`src/rtl/term_vram_writer.sv`:
```
// term_vram_writer: turns a UART byte stream into character VRAM writes, tracking a text cursor.
// Define TERM_ANSI_EN to compile in ESC/CSI parsing, where ESC [ 2 J clears the screen.
module term_vram_writer #(
  parameter int COLS = 80,
  parameter int ROWS = 30
) (
  input  logic        clk,
  input  logic        rst,
  input  logic        byte_valid,
  input  logic [7:0]  byte_data,
  output logic        byte_ready,
  output logic [12:0] vram_addr,
  output logic [7:0]  vram_data,
  output logic        vram_we,
  output logic [6:0]  cur_col,
  output logic [4:0]  cur_row
);
  localparam logic [6:0] CMAX = 7'(COLS - 1);
  localparam logic [4:0] RMAX = 5'(ROWS - 1);
`ifdef TERM_ANSI_EN
  typedef enum logic [2:0] {IDLE, CLR_LINE, CLR_SCREEN, ESC, CSI} state_t;
`else
  typedef enum logic [1:0] {IDLE, CLR_LINE, CLR_SCREEN} state_t;
`endif
  state_t state_q, state_d;
  logic [6:0] col_q, col_d, clr_col_q, clr_col_d;
  logic [4:0] row_q, row_d, clr_row_q, clr_row_d, row_nx;
  logic [12:0] addr_q, addr_d;
  logic [7:0] data_q, data_d;
  logic ready_q, ready_d, we_q, we_d, accept, wrap;
`ifdef TERM_ANSI_EN
  logic [1:0] csi_q, csi_d;
`endif
  always_comb begin
    accept = byte_valid && ready_q;
    wrap = row_q == RMAX;
    row_nx = wrap ? 5'd0 : row_q + 5'd1;
    state_d = state_q;
    col_d = col_q;
    row_d = row_q;
    clr_col_d = 7'd0;
    clr_row_d = 5'd0;
    we_d = 1'b0;
    addr_d = addr_q;
    data_d = data_q;
`ifdef TERM_ANSI_EN
    csi_d = 2'd0;
`endif
    case (state_q)
      IDLE: if (accept) begin
        if (byte_data >= 8'h20 && byte_data <= 8'h7E) begin
          we_d = 1'b1;
          addr_d = {1'b0, row_q, col_q};
          data_d = byte_data;
          col_d = (col_q == CMAX) ? 7'd0 : col_q + 7'd1;
          row_d = (col_q == CMAX) ? row_nx : row_q;
          state_d = (col_q == CMAX && wrap) ? CLR_LINE : IDLE;
        end else if (byte_data == 8'h0D) col_d = 7'd0;
        else if (byte_data == 8'h0A) begin
          row_d = row_nx;
          state_d = wrap ? CLR_LINE : IDLE;
        end else if (byte_data == 8'h08 && col_q != 7'd0) begin
          col_d = col_q - 7'd1;
          we_d = 1'b1;
          addr_d = {1'b0, row_q, col_q - 7'd1};
          data_d = 8'h20;
        end else if (byte_data == 8'h0C) state_d = CLR_SCREEN;
`ifdef TERM_ANSI_EN
        else if (byte_data == 8'h1B) state_d = ESC;
`endif
      end
      CLR_LINE: begin
        we_d = 1'b1;
        addr_d = {1'b0, row_q, clr_col_q};
        data_d = 8'h20;
        clr_col_d = clr_col_q + 7'd1;
        state_d = (clr_col_q == CMAX) ? IDLE : CLR_LINE;
      end
      CLR_SCREEN: begin
        we_d = 1'b1;
        addr_d = {1'b0, clr_row_q, clr_col_q};
        data_d = 8'h20;
        clr_col_d = (clr_col_q == CMAX) ? 7'd0 : clr_col_q + 7'd1;
        clr_row_d = (clr_col_q == CMAX) ? clr_row_q + 5'd1 : clr_row_q;
        if (clr_col_q == CMAX && clr_row_q == RMAX) begin
          state_d = IDLE;
          col_d = 7'd0;
          row_d = 5'd0;
        end
      end
`ifdef TERM_ANSI_EN
      ESC: if (accept) state_d = (byte_data == 8'h5B) ? CSI : IDLE;
      CSI: begin
        csi_d = csi_q;
        if (accept) begin
          if (byte_data >= 8'h40 && byte_data <= 8'h7E)
            state_d = (byte_data == 8'h4A && csi_q == 2'd1) ? CLR_SCREEN : IDLE;
          else
            csi_d = (csi_q == 2'd0 && byte_data == 8'h32) ? 2'd1 : 2'd2;
        end
      end
`endif
      default: state_d = IDLE;
    endcase
    ready_d = state_d != CLR_LINE && state_d != CLR_SCREEN;
  end
  always_ff @(posedge clk) begin
    if (rst) begin
      state_q <= IDLE;
      col_q <= 7'd0;
      row_q <= 5'd0;
      clr_col_q <= 7'd0;
      clr_row_q <= 5'd0;
      addr_q <= 13'd0;
      data_q <= 8'd0;
      we_q <= 1'b0;
      ready_q <= 1'b0;
`ifdef TERM_ANSI_EN
      csi_q <= 2'd0;
`endif
    end else begin
      state_q <= state_d;
      col_q <= col_d;
      row_q <= row_d;
      clr_col_q <= clr_col_d;
      clr_row_q <= clr_row_d;
      addr_q <= addr_d;
      data_q <= data_d;
      we_q <= we_d;
      ready_q <= ready_d;
`ifdef TERM_ANSI_EN
      csi_q <= csi_d;
`endif
    end
  end
  assign byte_ready = ready_q;
  assign vram_addr = addr_q;
  assign vram_data = data_q;
  assign vram_we = we_q;
  assign cur_col = col_q;
  assign cur_row = row_q;
endmodule

```
`config.mk`:
```
export PLATFORM = sky130hd
export DESIGN_NAME = term_vram_writer
export DESIGN_NICKNAME = d
export VERILOG_FILES = /design/src/rtl/term_vram_writer.sv
export SDC_FILE = /design/constraint.sdc
export NUM_CORES = 1
export LEC_CHECK = 0
export CAP_MARGIN = 20
export CORE_MARGIN = 4
export CORE_UTILIZATION = 45
export DETAILED_ROUTE_END_ITERATION = 10
export PLACE_DENSITY = 0.8
export SLEW_MARGIN = 20
export SYNTH_ARGS = -nofsm -noshare
export SYNTH_HDL_FRONTEND = slang
export SYNTH_SLANG_ARGS = --single-unit
```
`constraint.sdc`:
```
create_clock -name clk -period 4.27 [get_ports clk]
set_input_delay 0.854 -clock clk [delete_from_list [all_inputs] [get_ports clk]]
set_output_delay 0.854 -clock clk [all_outputs]
set_load 0.02 [all_outputs]
```
==> summary.txt, run 1 <==
outcome -> finished clean
remaining global-route overflow -> 0
startpoint type of the worst setup path -> primary input
Final Max Slew Viols -> 0
fmax -> 309.6 MHz
setup bufs post-CTS -> 0
Mean Syn Cell Area -> 8.209 um^2
maximum capacitance violations -> 0
register area share after synthesis -> 35.69%
Max Root-Sink Buffers -> 2
Num CTS Buffers -> 5
cts hold-fix bufs -> 0
DR DRC count -> 0
Yosys top cell by area -> dfxtp_1
Worst Max-Slew Pin Slew -> 0.6489 ns
RSZ-0062 raised after global routing -> no
Post-Route Skew -> 0.008407 ns
number of antenna diodes -> 0
cell area after synthesis -> 2693 um^2
initial antenna violation count -> 0
commonest cells after routing, fill and taps aside -> dfxtp_1 (48), nor2_1 (44), clkdlybuf4s50_1 (44)
core area -> 5642 um^2
die height -> 85.36 um
Total GRT Usage -> 19.56%
Main synth FF type -> dfxtp_1
final std cells w/o fill -> 433
CTS tree -> done
Post-synth EDFFs -> 0
#FFs+latches synth -> 48
Chip Width -> 85.36 um
dpl cells -> 425
WHS Path Cells -> 2
Hold Crit Class -> register to register
Tcrit/Tclk final -> 75.65%
die area -> 7285 um^2
vias post-DR -> 2603
switching portion of total power -> 27.69%
CTS Sinks -> 48
final core occ -> 57.80%
max_slew headroom -> 56.74%
part of the power in the clock network -> 31.7%
Tot Pwr -> 1.002 mW
CP endpoint kind -> register
Setup violations, final -> 0
Ports -> 46
# rows -> 27
antenna viol nets, final -> 0
most common cell after layout, fill and taps aside -> dfxtp_1
crit path time final -> 3.230 ns
P_leak -> 1.118 nW
Synth warnings -> 0
Vias/cell -> 6.012
Synth area leaders -> dfxtp_1 (36%), nor2_1 (6.1%), ha_1 (5.6%)
largest net degree at the start of global routing -> 28
share of the synthesized area in the top cell type -> 35.69%
starting DRC count in detailed routing -> 239
syn_nets -> 351
kind of critical path -> primary input to register
Int Power -> 0.7248 mW
R2R cell count -> 7
CTS clk-pin slew, worst paths -> 0.09 ns
fraction of registers with async set/reset -> 0%
Crit path arrival time -> 3.43 ns
Placer Congestion -> 0.8988
r2r setup slk -> 1.75 ns
layout cells sized above 1 -> 5.540%
clk root buf -> clkbuf_8
post-cts resize count -> 0
# nets final -> 383
final hold vios -> 0
router iterations before antenna repair -> 5
port buffer count -> 44
setup TNS -> 0 ns
first-pass GRT wire length -> 12.02 mm
Post-Route WL -> 6.973 mm
Max Fanout on Critical Path -> 25
Pwr Density -> 307.4 nW/um^2
Max VDD drop -> 0.0001486 V
Area growth syn-to-layout -> 21.10%
initial core utilization -> 47.73%
CP required -> 4.47 ns
combinational fraction of design power -> 20.4%
dpl hpwl -> 5.113 mm
post-synth cell types -> 55
number of global-route vias before repair -> 2531
drt wl/cell -> 16.10 um
H-tree depth -> 2
part of the power in registers -> 47.9%
net switching power -> 0.2775 mW
Clk Latency, worst-skew pair -> 0.29 ns
Synth Instances -> 328
==> registers in the layout (all words and copies together), names as in the netlist <==
name and flops:
vram_addr 12, clr_col_q 7, vram_data 8, state_q 2
byte_ready 1, vram_we 1, clr_row_q 5, cur_row 5
cur_col 7
==> critical path: stages <==
cell,delay (ns)
clkdlybuf4s50_1,0.49
or4_1,0.67
nor3_2,0.23
a21oi_1,0.19
o22ai_2,0.35
buf_4,0.33
nor2_1,0.06
a311oi_1,0.24
==> cells by family (layout without fill, tap and decap cells) <==
| family | Yosys count | in the layout | share of synthesized area, % |
|---|---|---|---|
| adder cells (fa/ha/maj) | 12 | 12 | 5.576 |
| flip-flops | 48 | 48 | 35.69 |
| buffers and inverters | 35 | 68 | 5.484 |
| multiplexers | 1 | 1 | 0.3718 |
| AO/OA/AOI/OAI | 93 | 93 | 25.51 |
| other | 1 | 1 | 0.1393 |
| XOR/XNOR | 17 | 17 | 5.530 |
| AND/OR/NAND/NOR | 121 | 121 | 21.70 |
==> final timing paths <==
check                               endpoint         start
worst max-delay path            vram_addr[3]  byte_data[5]
worst min-delay path            vram_data[2]  vram_data[2]
worst max register to register    byte_ready    state_q[0]
worst min register to register  vram_data[2]  vram_data[2]
==> metal layers <==
| layer | share of wire (%) | global-route usage (%) | up-vias |
|---|---|---|---|
| met5 | 0 | 0 | - |
| met4 | 1.9 | 5.180 | 0 |
| met3 | 6.7 | 3.981 | 17 |
| met2 | 48 | 32.77 | 97 |
| met1 | 44 | 25.55 | 1214 |
| li1 | - | - | 1275 |
==> metrics by stage <==
step / hold slack, ns / cell area, um^2 / setup slack [ns]
floorplan: 0.4262 / 2693 / 1.518
global placement: 0.4424 / 3153 / 0.8359
detailed placement: 0.4516 / 3153 / 0.7442
CTS: 0.4680 / 3261 / 1.050
global route: 0.4807 / 3261 / 0.8321
finish: 0.4681 / 3261 / 1.040
==> power by group through the flow <==
stage | clock network, mW | registers, mW | logic, mW
2_1_floorplan | 0 | 0.503 | 0.118
3_3_place_gp | 0 | 0.490 | 0.199
3_5_place_dp | 0 | 0.490 | 0.201
4_1_cts | 0.325 | 0.480 | 0.203
5_1_grt | 0.345 | 0.484 | 0.223
6_report | 0.318 | 0.480 | 0.204
==> cell usage after synthesis, drive strengths merged, types with 4 or more instances <==
library cell and n:
nor2 44, o221a 4, ha 12, a32oi 5, a311oi 5, o21ai 11
xor2 6, and3 5, a22oi 4, buf 6, a21oi 18, or3 5
nand4 6, or4 5, dfxtp 48, inv 13, nor3 12, nand2 22
a211oi 13, xnor2 11, nand3 12, clkbuf 16
==> area by class of cell <==
cell class / instances / area (um^2)
clock buffers: 6 / 72.57
clock inverters: 2 / 35.03
fillers: 515 / 2381
inverters: 13 / 48.80
multi-input cells: 245 / 1590
flip-flops and latches: 48 / 960.9
well taps: 72 / 90.09
repair buffers: 47 / 462.9
No activity file was read; power rests on OpenSTA's default activity.
==> inputs of run 2 (changes only) <==
==> constraint.sdc (replaced) <==
create_clock -name clk -period 3.1 [get_ports clk]
set_input_delay 0.62 -clock clk [delete_from_list [all_inputs] [get_ports clk]]
set_output_delay 0.62 -clock clk [all_outputs]
set_load 0.02 [all_outputs]
==> run 2 against run 1 <==
Power up 50%. Final cell count up 2.5%. Routed wire length up 2.9%. Critical path type unchanged. Via count up 3.8%. Clock power up 73%. Register-to-register slack worse by 1.1 ns. Non-clock buffer count up 11.
==> summary.txt, run 2 (synthesis gave the netlist of run 1 again) <==
outcome -> finished clean
crit path time final -> 2.857 ns
Chip Width -> 85.36 um (unchanged)
Placer Congestion -> 0.9068 (+0.89%)
number of global-route vias before repair -> 2516 (-0.59%)
CP endpoint kind -> register
CP startpoint -> byte_data[4]
worst hold slack -> 0.4649 ns (-0.003241 ns)
Final Max Slew Viols -> 0 (unchanged)
# nets final -> 394 (+2.9%)
setup TNS -> 0 ns (unchanged)
Clk Latency, worst-skew pair -> 0.31 ns (+0.02 ns)
startpoint type of the worst setup path -> primary input
number of antenna diodes -> 0 (unchanged)
vias post-DR -> 2701 (+3.8%)
router iterations before antenna repair -> 5 (unchanged)
Vias/cell -> 6.083 (+1.2%)
r2r setup slk -> 0.64 ns (-1.11 ns)
largest net degree at the start of global routing -> 26 (-7.1%)
Total GRT Usage -> 20.02% (+0.45 points)
dpl hpwl -> 5.171 mm (+1.2%)
remaining global-route overflow -> 0 (unchanged)
setup bufs post-CTS -> 0 (unchanged)
Crit path arrival time -> 3.04 ns (-0.39 ns)
port buffer count -> 44 (unchanged)
RSZ-0062 raised after global routing -> no
die height -> 85.36 um (unchanged)
CP required -> 3.28 ns (-1.19 ns)
Num CTS Buffers -> 5 (unchanged)
cts hold-fix bufs -> 0 (unchanged)
Hold Crit Class -> register to register
first-pass GRT wire length -> 12.06 mm (+0.35%)
Max Fanout on Critical Path -> 7 (-72%)
Pwr Density -> 444.1 nW/um^2 (+44%)
P_leak -> 1.190 nW (+6.5%)
Tcrit/Tclk final -> 92.18%
Post-Route Skew -> 0.01063 ns (+0.002219 ns)
r2r startpoint -> cur_col[1]
most common cell after layout, fill and taps aside -> dfxtp_1
core area -> 5642 um^2 (unchanged)
post-cts resize count -> 0 (unchanged)
die area -> 7285 um^2 (unchanged)
CTS clk-pin slew, worst paths -> 0.10 ns (about the same)
final hold vios -> 0 (unchanged)
CTS Sinks -> 48 (unchanged)
Worst Max-Slew Pin Slew -> 0.5318 ns (-0.1171 ns)
fmax -> 350.0 MHz
maximum capacitance violations -> 0 (unchanged)
CP endpoint -> byte_ready
layout cells sized above 1 -> 8.602% (+3.1 points)
kind of critical path -> primary input to register
Ports -> 46 (unchanged)
H-tree depth -> 2 (unchanged)
# rows -> 27 (unchanged)
starting DRC count in detailed routing -> 331 (+38%)
drt wl/cell -> 16.16 um (+0.35%)
Area growth syn-to-layout -> 25.74%
clk root buf -> clkbuf_8
Max Root-Sink Buffers -> 2 (unchanged)
commonest cells after routing, fill and taps aside -> dfxtp_1 (48), nor2_1 (44), clkdlybuf4s50_1 (44)
fillers -> 507 (-1.6%)
initial core utilization -> 47.73% (unchanged)
Setup violations, final -> 0 (unchanged)
initial antenna violation count -> 0 (unchanged)
max_slew headroom -> 63.63% (+6.9 points)
CTS tree -> done
R2R cell count -> 7 (unchanged)
DR DRC count -> 0 (unchanged)
Max VDD drop -> 0.0002134 V (+44%)
max reg flops -> 12 (unchanged)
antenna viol nets, final -> 0 (unchanged)
Post-Route WL -> 7.175 mm (+2.9%)
r2r endpoint -> byte_ready
[run 2: changes by cell type in the layout (fill, tap and decap cells not counted)]
cell / delta
buf_12: +1
buf_4: +10
bufinv_16: +1
clkbuf_1: -1
clkinv_2: -1
inv_6: +1
[run 2: critical path, stage by stage]
cell and delay, ns:
clkdlybuf4s50_1 0.44, or4_1 0.66, o311ai_0 0.33, a21oi_1 0.14, a22o_1 0.24, a2111oi_0 0.50, a211oi_1 0.11
[run 2: per-layer routing]
metal	up-vias	GRT usage [%]	wire [um]	share of wire, %
li1	1304	-	-	-
met3	17	4.272	494	6.9
met5	-	0	0	0
met2	126	32.77	3411	48
met1	1254	26.10	3137	44
met4	0	6.619	131	1.8
[run 2: layout make-up]
class | count | area (um^2) | share of cell area (%)
clock buffer | 5 | 68.82 | 2.033
clock inverter | 3 | 68.82 | 2.033
inverter | 13 | 48.80 | 1.441
multi-input combinational | 245 | 1590 | 46.97
sequential | 48 | 960.9 | 28.38
tap | 72 | 90.09 | 2.661
timing repair buffer | 58 | 558.0 | 16.48
[run 2: power by group]
group	internal [mW]	switching [mW]	total, mW
logic	0.129	0.161	0.290
registers	0.639	0.0238	0.663
clock network	0.325	0.226	0.551
[run 2: per-stage QoR]
stage | utilization, % | instance area (um^2) | worst slack, ns | cells | total power [mW]
after floorplan | - | 2693 | 0.5821 | 328 | 0.8551
after global placement | 57.57 | 3248 | 0.09673 | 436 | 0.9582
after detailed placement | 57.57 | 3248 | -0.09099 | 436 | 0.9634
after CTS | 60.01 | 3386 | 0.2451 | 444 | 1.506
after global routing | 60.01 | 3386 | 0.02779 | 444 | 1.569
final | 60.01 | 3386 | 0.2426 | 444 | 1.504
[run 2: worst min path at each step]
stage | start | endpoint | slack [ns] | cells after the start
2_1_floorplan | clr_col_q[0] | clr_col_q[0] | 0.43 | 1
3_3_place_gp | clr_col_q[0] | clr_col_q[0] | 0.44 | 1
3_5_place_dp | vram_data[6] | vram_data[6] | 0.45 | 2
4_1_cts | vram_data[6] | vram_data[6] | 0.47 | 2
5_1_grt | clr_col_q[0] | clr_col_q[0] | 0.48 | 1
6_report | vram_data[6] | vram_data[6] | 0.46 | 2
==> inputs of run 3 (changes only) <==
--- a/config.mk
+++ b/config.mk
@@ -5,11 +5,12 @@
 export SDC_FILE = /design/constraint.sdc
 export NUM_CORES = 1
 export LEC_CHECK = 0
+export ABC_AREA = 1
 export CAP_MARGIN = 20
 export CORE_MARGIN = 4
-export CORE_UTILIZATION = 45
+export CORE_UTILIZATION = 40
 export DETAILED_ROUTE_END_ITERATION = 10
-export PLACE_DENSITY = 0.8
+export PLACE_DENSITY = 0.73
 export SLEW_MARGIN = 20
 export SYNTH_ARGS = -nofsm -noshare
 export SYNTH_HDL_FRONTEND = slang
==> run 3 against run 2 <==
Area after synthesis increased by 6.7%. Sequential share of layout area decreased by 0.80 points. Synthesized cell count increased by 16%. Count of clock-buffer cells in the layout unchanged. Final area increased by 2.9%. Non-clock buffer count decreased by 13. Sequential power decreased by 3.3%. Critical path depth increased by 4. Flip-flop and latch count unchanged. Global-route usage decreased by 2.6 points. Critical path type unchanged.
==> summary.txt, run 3 <==
vias post-DR -> 2647 (-2.0%)
initial core utilization -> 41.82% (-5.9 points)
r2r endpoint -> vram_addr[5]
largest net degree at the start of global routing -> 25 (-3.8%)
switching portion of total power -> 27.30% (about the same)
final hold vios -> 0 (unchanged)
Max Root-Sink Buffers -> 2 (unchanged)
initial antenna violation count -> 0 (unchanged)
core area -> 6869 um^2 (+22%)
end of the worst hold path -> vram_addr[8]
Synth area leaders -> dfxtp_1 (33%), nand2_1 (7.1%), inv_1 (5.4%)
#FFs+latches synth -> 48 (unchanged)
first-pass GRT wire length -> 12.28 mm (+1.8%)
register area share after synthesis -> 33.45% (-2.2 points)
net switching power -> 0.3573 mW (-13%)
r2r startpoint -> state_q[0]
die area -> 8602 um^2 (+18%)
Synth Instances -> 382 (+16%)
dpl hpwl -> 5.463 mm (+5.6%)
router iterations before antenna repair -> 4 (-1)
Multi-input gate area -> 1647 um^2 (+3.5%)
hold path startpoint -> vram_addr[8]
Synth warnings -> 0 (unchanged)
Clk Latency, worst-skew pair -> 0.30 ns (about the same)
combinational fraction of design power -> 15.3% (-4.0 points)
R2R cell count -> 7 (unchanged)
die height -> 92.75 um (+8.7%)
most common cell in the netlist -> nand2_1
P_leak -> 1.343 nW (+13%)
register area -> 960.9 um^2 (unchanged)
Max VDD drop -> 0.0002526 V (+18%)
post-synth cell types -> 39 (-29%)
drt wl/cell -> 13.89 um (-14%)
fmax -> 449.9 MHz (+29%)
# rows -> 30 (+11%)
Worst Max-Slew Pin Slew -> 0.5192 ns (-0.01258 ns)
Main synth FF type -> dfxtp_1
starting DRC count in detailed routing -> 163 (-51%)
share of the synthesized area in the top cell type -> 33.45% (-2.2 points)
antenna viol nets, final -> 0 (unchanged)
DR DRC count -> 0 (unchanged)
max reg flops -> 12 (unchanged)
Total GRT Usage -> 17.45% (-2.6 points)
setup TNS -> 0 ns (unchanged)
CP startpoint -> byte_data[3]
final std cells w/o fill -> 521 (+17%)
Placer Congestion -> 0.9485 (+4.6%)
fraction of registers with async set/reset -> 0% (unchanged)
Ports -> 46 (unchanged)
Post-synth EDFFs -> 0 (unchanged)
H-tree depth -> 2 (unchanged)
part of the power in registers -> 49.0% (+4.9 points)
fillers -> 663 (+31%)
kind of critical path -> primary input to register
part of the power in the clock network -> 35.7% (-0.9 points)
Crit path arrival time -> 2.41 ns (-0.63 ns)
syn_nets -> 405 (+15%)
CP endpoint kind -> register
Hold Crit Class -> register to register
Post-Route WL -> 7.239 mm (+0.89%)
Mean Syn Cell Area -> 7.520 um^2 (-8.4%)
CP required -> 3.29 ns (about the same)
outcome -> finished clean
final core occ -> 50.71% (-9.3 points)
commonest cells after routing, fill and taps aside -> nand2_1 (54), dfxtp_1 (48), clkdlybuf4s50_1 (44)
maximum capacitance violations -> 0 (unchanged)
WHS Path Cells -> 2 (unchanged)
most common cell after layout, fill and taps aside -> nand2_1
number of global-route vias before repair -> 2581 (+2.6%)
r2r setup slk -> 0.99 ns (+0.35 ns)
remaining global-route overflow -> 0 (unchanged)
RSZ-0062 raised after global routing -> no
startpoint type of the worst setup path -> primary input
Post-Route Skew -> 0.01080 ns (+0.0001757 ns)
Area growth syn-to-layout -> 21.25%
CTS tree -> done
layout cells sized above 1 -> 13.65% (+5.0 points)
CTS clk-pin slew, worst paths -> 0.10 ns (about the same)
max_slew headroom -> 65.24% (+1.6 points)
Int Power -> 0.9515 mW (-13%)
clk root buf -> clkbuf_8
number of antenna diodes -> 0 (unchanged)
Setup violations, final -> 0 (unchanged)
Num CTS Buffers -> 5 (unchanged)
Yosys top cell by area -> dfxtp_1
Pwr Density -> 375.7 nW/um^2 (-15%)
Max Fanout on Critical Path -> 24 (+17)
# nets final -> 447 (+13%)
dpl cells -> 513 (+18%)
Vias/cell -> 5.081 (-16%)
cell area after synthesis -> 2873 um^2 (+6.7%)
cts hold-fix bufs -> 0 (unchanged)
Chip Width -> 92.75 um (+8.7%)
Final Max Slew Viols -> 0 (unchanged)
most common library cells after synthesis -> nand2_1 (54), dfxtp_1 (48), inv_1 (41), nor2_1 (36), a21oi_1 (27)
setup bufs post-CTS -> 0 (unchanged)
CTS Sinks -> 48 (unchanged)
Tcrit/Tclk final -> 71.70% (-20 points)
crit path time final -> 2.223 ns (-0.6347 ns)
post-cts resize count -> 0 (unchanged)
port buffer count -> 44 (unchanged)
==> run 3: changes by cell type in the layout (fill, tap and decap cells not counted), sizes merged, moves of 13 or more <==
cell / change
nand2: +51
inv: +37
a21oi: +18
nand3: +14
a211oi: -13
buf: -13
o21ai: +13
==> run 3: layout make-up <==
class	count	share of cell area (%)
multi-input cells	273	47.27
flip-flops and latches	48	27.59
repair buffers	45	12.86
inverters	51	5.496
well taps	96	3.448
clock buffers	5	1.976
clock inverters	3	1.365
==> run 3: power by group through the flow <==
stage	sequential [mW]	clock (mW)	combinational [mW]
after floorplan	0.668	0	0.121
after global placement	0.656	0	0.196
after detailed placement	0.656	0	0.198
after CTS	0.641	0.484	0.200
after global routing	0.644	0.509	0.218
final	0.641	0.467	0.200
==> run 3: layer usage <==
metal | up-vias | global-route usage, % | part of all wire [%]
li1 | 1340 | - | -
met1 | 1217 | 22.51 | 47
met2 | 82 | 29.06 | 47
met3 | 8 | 3.249 | 4.4
met4 | 0 | 6.227 | 1.4
met5 | - | 0 | 0
==> run 3: how the worst max path moves through the flow <==
stage,to,slack (ns),cells after the start
detailed placement,vram_addr[5],0.58,11
floorplan,vram_addr[0],1.36,9
global route,vram_addr[2],0.74,11
global placement,vram_addr[5],0.64,11
finish,vram_addr[5],0.88,11
CTS,vram_addr[5],0.89,11
==> run 3: stage by stage <==
stage	hold slack, ns	area, um^2	power, mW	worst slack [ns]
2_1_floorplan	0.4300	2873	0.7890	1.360
3_3_place_gp	0.4515	3367	0.8513	0.6425
3_5_place_dp	0.4513	3367	0.8538	0.5808
4_1_cts	0.4706	3483	1.325	0.8878
5_1_grt	0.4977	3483	1.371	0.7371
6_report	0.4677	3483	1.309	0.8773
==> run 3: worst max-delay path, cell delays in order <==
cell	delay (ns)
clkdlybuf4s50_1	0.46
nand2_1	0.13
nor2_1	0.06
nand2_1	0.13
nand3_4	0.21
nand2_2	0.15
nand2_4	0.07
nand2_8	0.13
nand2_8	0.15
nor3_2	0.23
nor2_1	0.06
==> run 3: kinds of logic (layout without fill, tap and decap cells) <==
group           count (synthesis)  after routing  share of synthesized area, %
compound gates                 81             81                         17.07
xor+xnor                       17             17                         5.183
fa+ha+maj                      12             12                         5.226
buf+inv                        61            104                         9.233
flops                          48             48                         33.45
other cells                     1              1                        0.1305
simple gates                  162            162                         29.70
